**src/rtl/mips_fetch_pkg.sv**
```systemverilog
// Shared definitions for the fetch sequencer and the decoder that drives it.
package mips_fetch_pkg;

    // Control-type encodings, shared with mips_decode
    localparam logic [1:0] CT_NEXT   = 2'd0;
    localparam logic [1:0] CT_BRANCH = 2'd1;
    localparam logic [1:0] CT_JUMP   = 2'd2;
    localparam logic [1:0] CT_JR     = 2'd3;

    // Default boot and exception addresses
    localparam logic [31:0] RESET_PC_DEFAULT   = 32'h0040_0000;
    localparam logic [31:0] EXC_VECTOR_DEFAULT = 32'h8000_0180;

    typedef enum logic [1:0] {
        ST_BOOT = 2'd0,
        ST_REQ  = 2'd1,
        ST_HOLD = 2'd2
    } fetch_state_t;

    // Sign-extended word offset of a branch immediate, in bytes
    function automatic logic [31:0] branch_offset(input logic [15:0] imm);
        return {{14{imm[15]}}, imm, 2'b00};
    endfunction

endpackage

```
**src/rtl/mips_fetch_next_pc.sv**
```systemverilog
// Combinational next-PC target mux. An exception overrides every control type.
module mips_next_pc
    import mips_fetch_pkg::*;
#(
    parameter logic [31:0] EXC_VECTOR = EXC_VECTOR_DEFAULT
) (
    input  logic [31:0] pc,
    input  logic [31:0] inst,
    input  logic [1:0]  control_type,
    input  logic        except,
    input  logic [31:0] jr_target,
    output logic [31:0] next_pc
);

    logic [31:0] pc_plus4;
    logic        unused_bits;

    assign pc_plus4    = pc + 32'd4;
    // Opcode field and jr low bits are not needed to form a target
    assign unused_bits = ^{inst[31:26], jr_target[1:0]};

    // Select the target for the retiring instruction
    always_comb begin
        next_pc = pc_plus4;
        if (except) begin
            next_pc = EXC_VECTOR;
        end else begin
            case (control_type)
                CT_NEXT:   next_pc = pc_plus4;
                CT_BRANCH: next_pc = pc_plus4 + branch_offset(inst[15:0]);
                CT_JUMP:   next_pc = {pc_plus4[31:28], inst[25:0], 2'b00};
                CT_JR:     next_pc = {jr_target[31:2], 2'b00};
                default:   next_pc = pc_plus4;
            endcase
        end
    end

endmodule

```
**src/rtl/mips_fetch.sv**
```systemverilog
// Instruction-fetch sequencer: owns the PC, fetches over req/ack and presents
// the instruction to decode/execute under valid/ready.
//
// state | meaning
// BOOT  | just out of reset, no request outstanding
// REQ   | request to imem at pc, waiting for ack
// HOLD  | instruction held valid, waiting for retirement
module mips_fetch
    import mips_fetch_pkg::*;
#(
    parameter logic [31:0] RESET_PC   = RESET_PC_DEFAULT,
    parameter logic [31:0] EXC_VECTOR = EXC_VECTOR_DEFAULT
) (
    input  logic        clock,
    input  logic        reset,
    output logic        imem_req,
    output logic [31:0] imem_addr,
    input  logic        imem_ack,
    input  logic [31:0] imem_data,
    output logic [31:0] inst,
    output logic [5:0]  opcode,
    output logic [5:0]  funct,
    output logic        inst_valid,
    input  logic        inst_ready,
    input  logic [1:0]  control_type,
    input  logic        except,
    input  logic [31:0] jr_target,
    output logic [31:0] pc,
    output logic [31:0] pc_plus4,
    output logic [31:0] epc
);

    fetch_state_t state_q, state_d;
    logic [31:0]  pc_q, inst_q, epc_q;
    logic [31:0]  next_pc;
    logic         fetch_done;
    logic         retire;

    mips_next_pc #(
        .EXC_VECTOR (EXC_VECTOR)
    ) u_next_pc (
        .pc           (pc_q),
        .inst         (inst_q),
        .control_type (control_type),
        .except       (except),
        .jr_target    (jr_target),
        .next_pc      (next_pc)
    );

    assign fetch_done = (state_q == ST_REQ)  && imem_ack;
    assign retire     = (state_q == ST_HOLD) && inst_ready;

    // State register
    always_ff @(posedge clock or negedge reset) begin
        if (!reset) begin
            state_q <= ST_BOOT;
        end else begin
            state_q <= state_d;
        end
    end

    // Next-state logic and handshake outputs
    always_comb begin
        state_d    = state_q;
        imem_req   = 1'b0;
        inst_valid = 1'b0;
        case (state_q)
            ST_BOOT: begin
                state_d = ST_REQ;
            end
            ST_REQ: begin
                imem_req = 1'b1;
                if (imem_ack) begin
                    state_d = ST_HOLD;
                end
            end
            ST_HOLD: begin
                inst_valid = 1'b1;
                if (inst_ready) begin
                    state_d = ST_REQ;
                end
            end
            default: begin
                state_d = ST_BOOT;
            end
        endcase
    end

    // Datapath registers: capture on ack, advance pc and epc on retirement
    always_ff @(posedge clock or negedge reset) begin
        if (!reset) begin
            pc_q   <= RESET_PC;
            inst_q <= 32'h0;
            epc_q  <= 32'h0;
        end else begin
            if (fetch_done) begin
                inst_q <= imem_data;
            end
            if (retire) begin
                pc_q <= next_pc;
                if (except) begin
                    epc_q <= pc_q;
                end
            end
        end
    end

    assign imem_addr = pc_q;
    assign pc        = pc_q;
    assign pc_plus4  = pc_q + 32'd4;
    assign inst      = inst_q;
    assign opcode    = inst_q[31:26];
    assign funct     = inst_q[5:0];
    assign epc       = epc_q;

endmodule

```
**config.mk**
```make
export PLATFORM = sky130hd
export DESIGN_NAME = mips_fetch
export DESIGN_NICKNAME = d
export VERILOG_FILES = /design/src/rtl/mips_fetch_pkg.sv /design/src/rtl/mips_fetch_next_pc.sv /design/src/rtl/mips_fetch.sv
export SDC_FILE = /design/constraint.sdc
export NUM_CORES = 1
export LEC_CHECK = 0
export BUFFER_PORTS_ARGS = -buffer_cell sky130_fd_sc_hd__buf_4
export CORE_ASPECT_RATIO = 0.9
export CORE_MARGIN = 1
export CORE_UTILIZATION = 47
export CTS_BUF_LIST = sky130_fd_sc_hd__clkbuf_4 sky130_fd_sc_hd__clkbuf_8
export DETAILED_ROUTE_END_ITERATION = 7
export GPL_TIMING_DRIVEN = 0
export PLACE_DENSITY = 0.79
export REMOVE_ABC_BUFFERS = 1
export SLEW_MARGIN = 5
export SYNTH_ARGS = -nofsm -noshare
export SYNTH_HDL_FRONTEND = slang
export SYNTH_SLANG_ARGS = --single-unit
```
**constraint.sdc**
```tcl
create_clock -name clock -period 3.67 [get_ports clock]
set_clock_uncertainty 0.15 [all_clocks]
set_input_delay 0.367 -clock clock [delete_from_list [all_inputs] [get_ports clock]]
set_output_delay 0.367 -clock clock [all_outputs]
set_load 0.01 [all_outputs]
```
==> impl_metrics.toml <==
[place]
gp_congestion = 0.946
dp_hpwl_um = 15500
io_buffers = 234

[global_routing]
grt_use_total_pct = 29.1
grt_antenna_before_repair = 0
grt_pass1_vias = 6066
gr-total-overflow = 0
grt_pass1_wl_um = 34100
grt_max_degree = 95

[layout]
area_growth_pct = 37.6
layout-drive-gt1-share_pct = 49.4
final_util_pct = 67.6
diodes = 0
nets = 1045

[logic_synthesis]
synthDominantCellAreaShare_pct = 33.2
ys_ff_latch = 94
synth_top_cell_by_area = "dfrtp_1"
async_reset_ff_share_pct = 100
synth-main-ff-cell = "dfrtp_1"
ys_warn_count = 0
netlist_top_cells_area = "dfrtp_1 33%, mux2_2 9.8%, ha_1 6.4%"
synth_edf_count = 0
synth_area_mm2 = 0.00700
syn_area_per_cell_um2 = 9.71
seq_area_frac_synth_pct = 33.6
syn_inst = 721
ys_types = 75

[worst_setup_path]
cp_slowest_cell = "dfrtp_2"
cp_slowest_stage_delay_ps = 410
crit_top_cell = "a21o_1"
path_max_fanout = 4
startpoint_type = "flip-flop"
path_class = "flip-flop to flip-flop"
end_kind = "flip-flop"
arrival_ps = 3830
path_cells = "buf_4 > nand3_4 > nor4_4 > nand2_1 > xnor2_2 > ha_1 > a21o_1 > a221o_1 > a21o_1 > a41o_1 > a211oi_2 > nor4b_4 > nor2_1"
worstPathRequired_ps = 3790

[die]
core_area_mm2 = 0.0143
start_util_pct = 49.1
die_width_um = 131
die_area_mm2 = 0.0154
boundaryPins = 245
rows = 41
die_h_um = 118

[pwr]
power.total_mw = 9.39
power_density_mw_per_mm2 = 974
ir_worst_vdd_mv = 0.477
p_leak_nw = 4.60

[sta]
period_minus_slack_ps = 3710
relSlewSlack_pct = 15.2
grt_setup_unrepaired = "yes"
fmax_ghz = 0.270
drv_slew = 0
setup_slack_ps = -40.0
setup_violations = 5
tightest_slew_ps = 1270
fin_crit_sh_pct = 101
hold_viol_final = 0
tns_ps = -110

[drt]
antenna_left = 0
via_per_inst = 5.87
drt_pre_antenna_iters = 5
met2_length_um = 10500
drt-met1-wl_um = 9840
post_drt_wl_per_cell_um = 20.2
routed_wl_um = 22900
num_vias = 6662
met3WireLength_um = 1800
drt-initial-drc-count = 547
maxUsedRoutingLayer = "met4"
drc = 0

[cts]
ctsRootBufferMaster = "clkbuf_8"
clkTransAtPathRegs_ps = 100
clkLatencyLatePin_ps = 390
cts.sinks = 94
htree_num_levels = 3
cts_tree = "done"
clockBufferDepth = 2
cts_inserted_buffers = 9

[status]
violations = "setup timing"
status = "finished with violations"

[flow_run]
cap_violations = 0

[min_path]
worstHoldPathType = "primary input to flip-flop"
## stage by stage
| stage | setup WS, ps | area [um2] | cells | hold WS, ps |
|---|---|---|---|---|
| finish | -40.0 | 9640 | 1134 | 32.2 |
| global route | -197 | 9640 | 1134 | 17.7 |
| CTS | 4.42 | 9130 | 1109 | 13.6 |
| detailed placement | -630 | 8550 | 1072 | 321 |
| global placement | -612 | 8520 | 1071 | 315 |
| floorplan | -116 | 6520 | 644 | -78.6 |
## cells in the mapped netlist, types with 3 or more instances
cell       n
a22o_1     7
dfrtp_1   93
inv_1     15
o21ai_0   35
o221ai_1   5
nand3_1   17
buf_4     51
o22ai_1    3
buf_1      6
and3_1     6
or3_1      6
nand2_1   54
xor2_1    15
ha_1      36
and2_1     6
nand2b_1   8
o21ai_1    5
nor2b_1    6
a31oi_1    5
mux2_2    61
a21o_1    18
nand4_1    8
xnor2_1   32
a211oi_1   5
o21a_1     3
a21oi_1   57
a211o_1    3
o211ai_1   4
clkbuf_1  25
nor2_1    34
o22a_1     3
and4_1     3
mux2i_1   17
a221oi_1   3
nor3_1     6
or2_2      3
mux4_2    10
## report_power, final
part | switching, mW | internal (mW)
Combinational | 3.26 | 3.25
Sequential | 0.657 | 1.51
Clock | 0.395 | 0.318
## area by class of cell
cell class / count / area, um2
clock buffers: 9 / 124
clock inverters: 6 / 71.3
repair buffers: 282 / 2140
inverters: 15 / 56.3
multi-input cells: 535 / 4630
flip-flops and latches: 94 / 2370
fillers: 1118 / 4620
well taps: 193 / 241
## critical path: cells and delay by family (launching register included)
kind	cells	cell delay [ps]
buf+inv	1	140
fa+ha+maj	1	330
compound gates	5	1260
flops	1	410
xor+xnor	1	340
simple gates	5	970
## flip-flops by register name, summed over array words and instances, names as in the netlist
register,count
inst,32
epc,30
state_q,2
imem_addr,30
## layout by cell type, fill, tap and decap left out, types with 7 or more instances in the layout
cell type  synthesis  layout
xnor2_2            1      12
ha_4               0      11
mux2_2            61      61
nand2b_1           8       8
dfrtp_1           93      78
a21o_1            18      18
ha_1              36      23
conb_1             1       8
nand2_1           54      52
xnor2_1           32      19
a22o_1             7       7
a21oi_1           57      49
a21oi_2            0       7
o21ai_0           35      29
nand3_1           17      12
dfrtp_2            0      15
mux4_2            10      10
nor2_1            34      29
clkbuf_8           0       9
mux2i_1           17      17
o21ai_1            5       7
buf_4             51     279
nand4_1            8       8
inv_1             15      14
xor2_1            15      10
## layer usage
layer	up-vias	track usage, %
li1	3013	-
met1	3284	42.5
met2	314	42.1
met3	51	5.23
met4	0	11.9
met5	-	0
## final timing paths
| path | from | end | slack [ps] | cells after the start |
|---|---|---|---|---|
| min reg2reg | state_q[1] | state_q[0] | 350 | 1 |
| min | imem_ack | state_q[0] | 30 | 2 |
| max reg2reg | imem_addr[2] | imem_addr[24] | -40 | 13 |
| max | imem_addr[2] | imem_addr[24] | -40 | 13 |
| min in group asynchronous | reset | epc[3] | 490 | 2 |
| max in group asynchronous | reset | imem_addr[8] | 2240 | 2 |
## kinds of logic (layout without fill, tap and decap cells)
group,after synthesis,count (layout),synth area share [%]
AO/OA/AOI/OAI,182,182,17.1
XOR/XNOR,49,49,6.50
adder cells (fa/ha/maj),37,37,6.72
other,1,8,0.0535
multiplexers,88,88,15.5
buffers and inverters,99,312,8.07
AND/OR/NAND/NOR,171,171,12.5
flip-flops,94,94,33.6
## timing repair
action                                  in CTS  in global routing
pin swaps                                   10                 33
endpoints found under the setup margin      18                 15
cloned                                       0                  0
resized for setup                           54                 52
hold buffers                                 0                  1
hold endpoints to repair                     0                 13
setup buffers                               22                 24
Power figures use the tool's default switching activity.
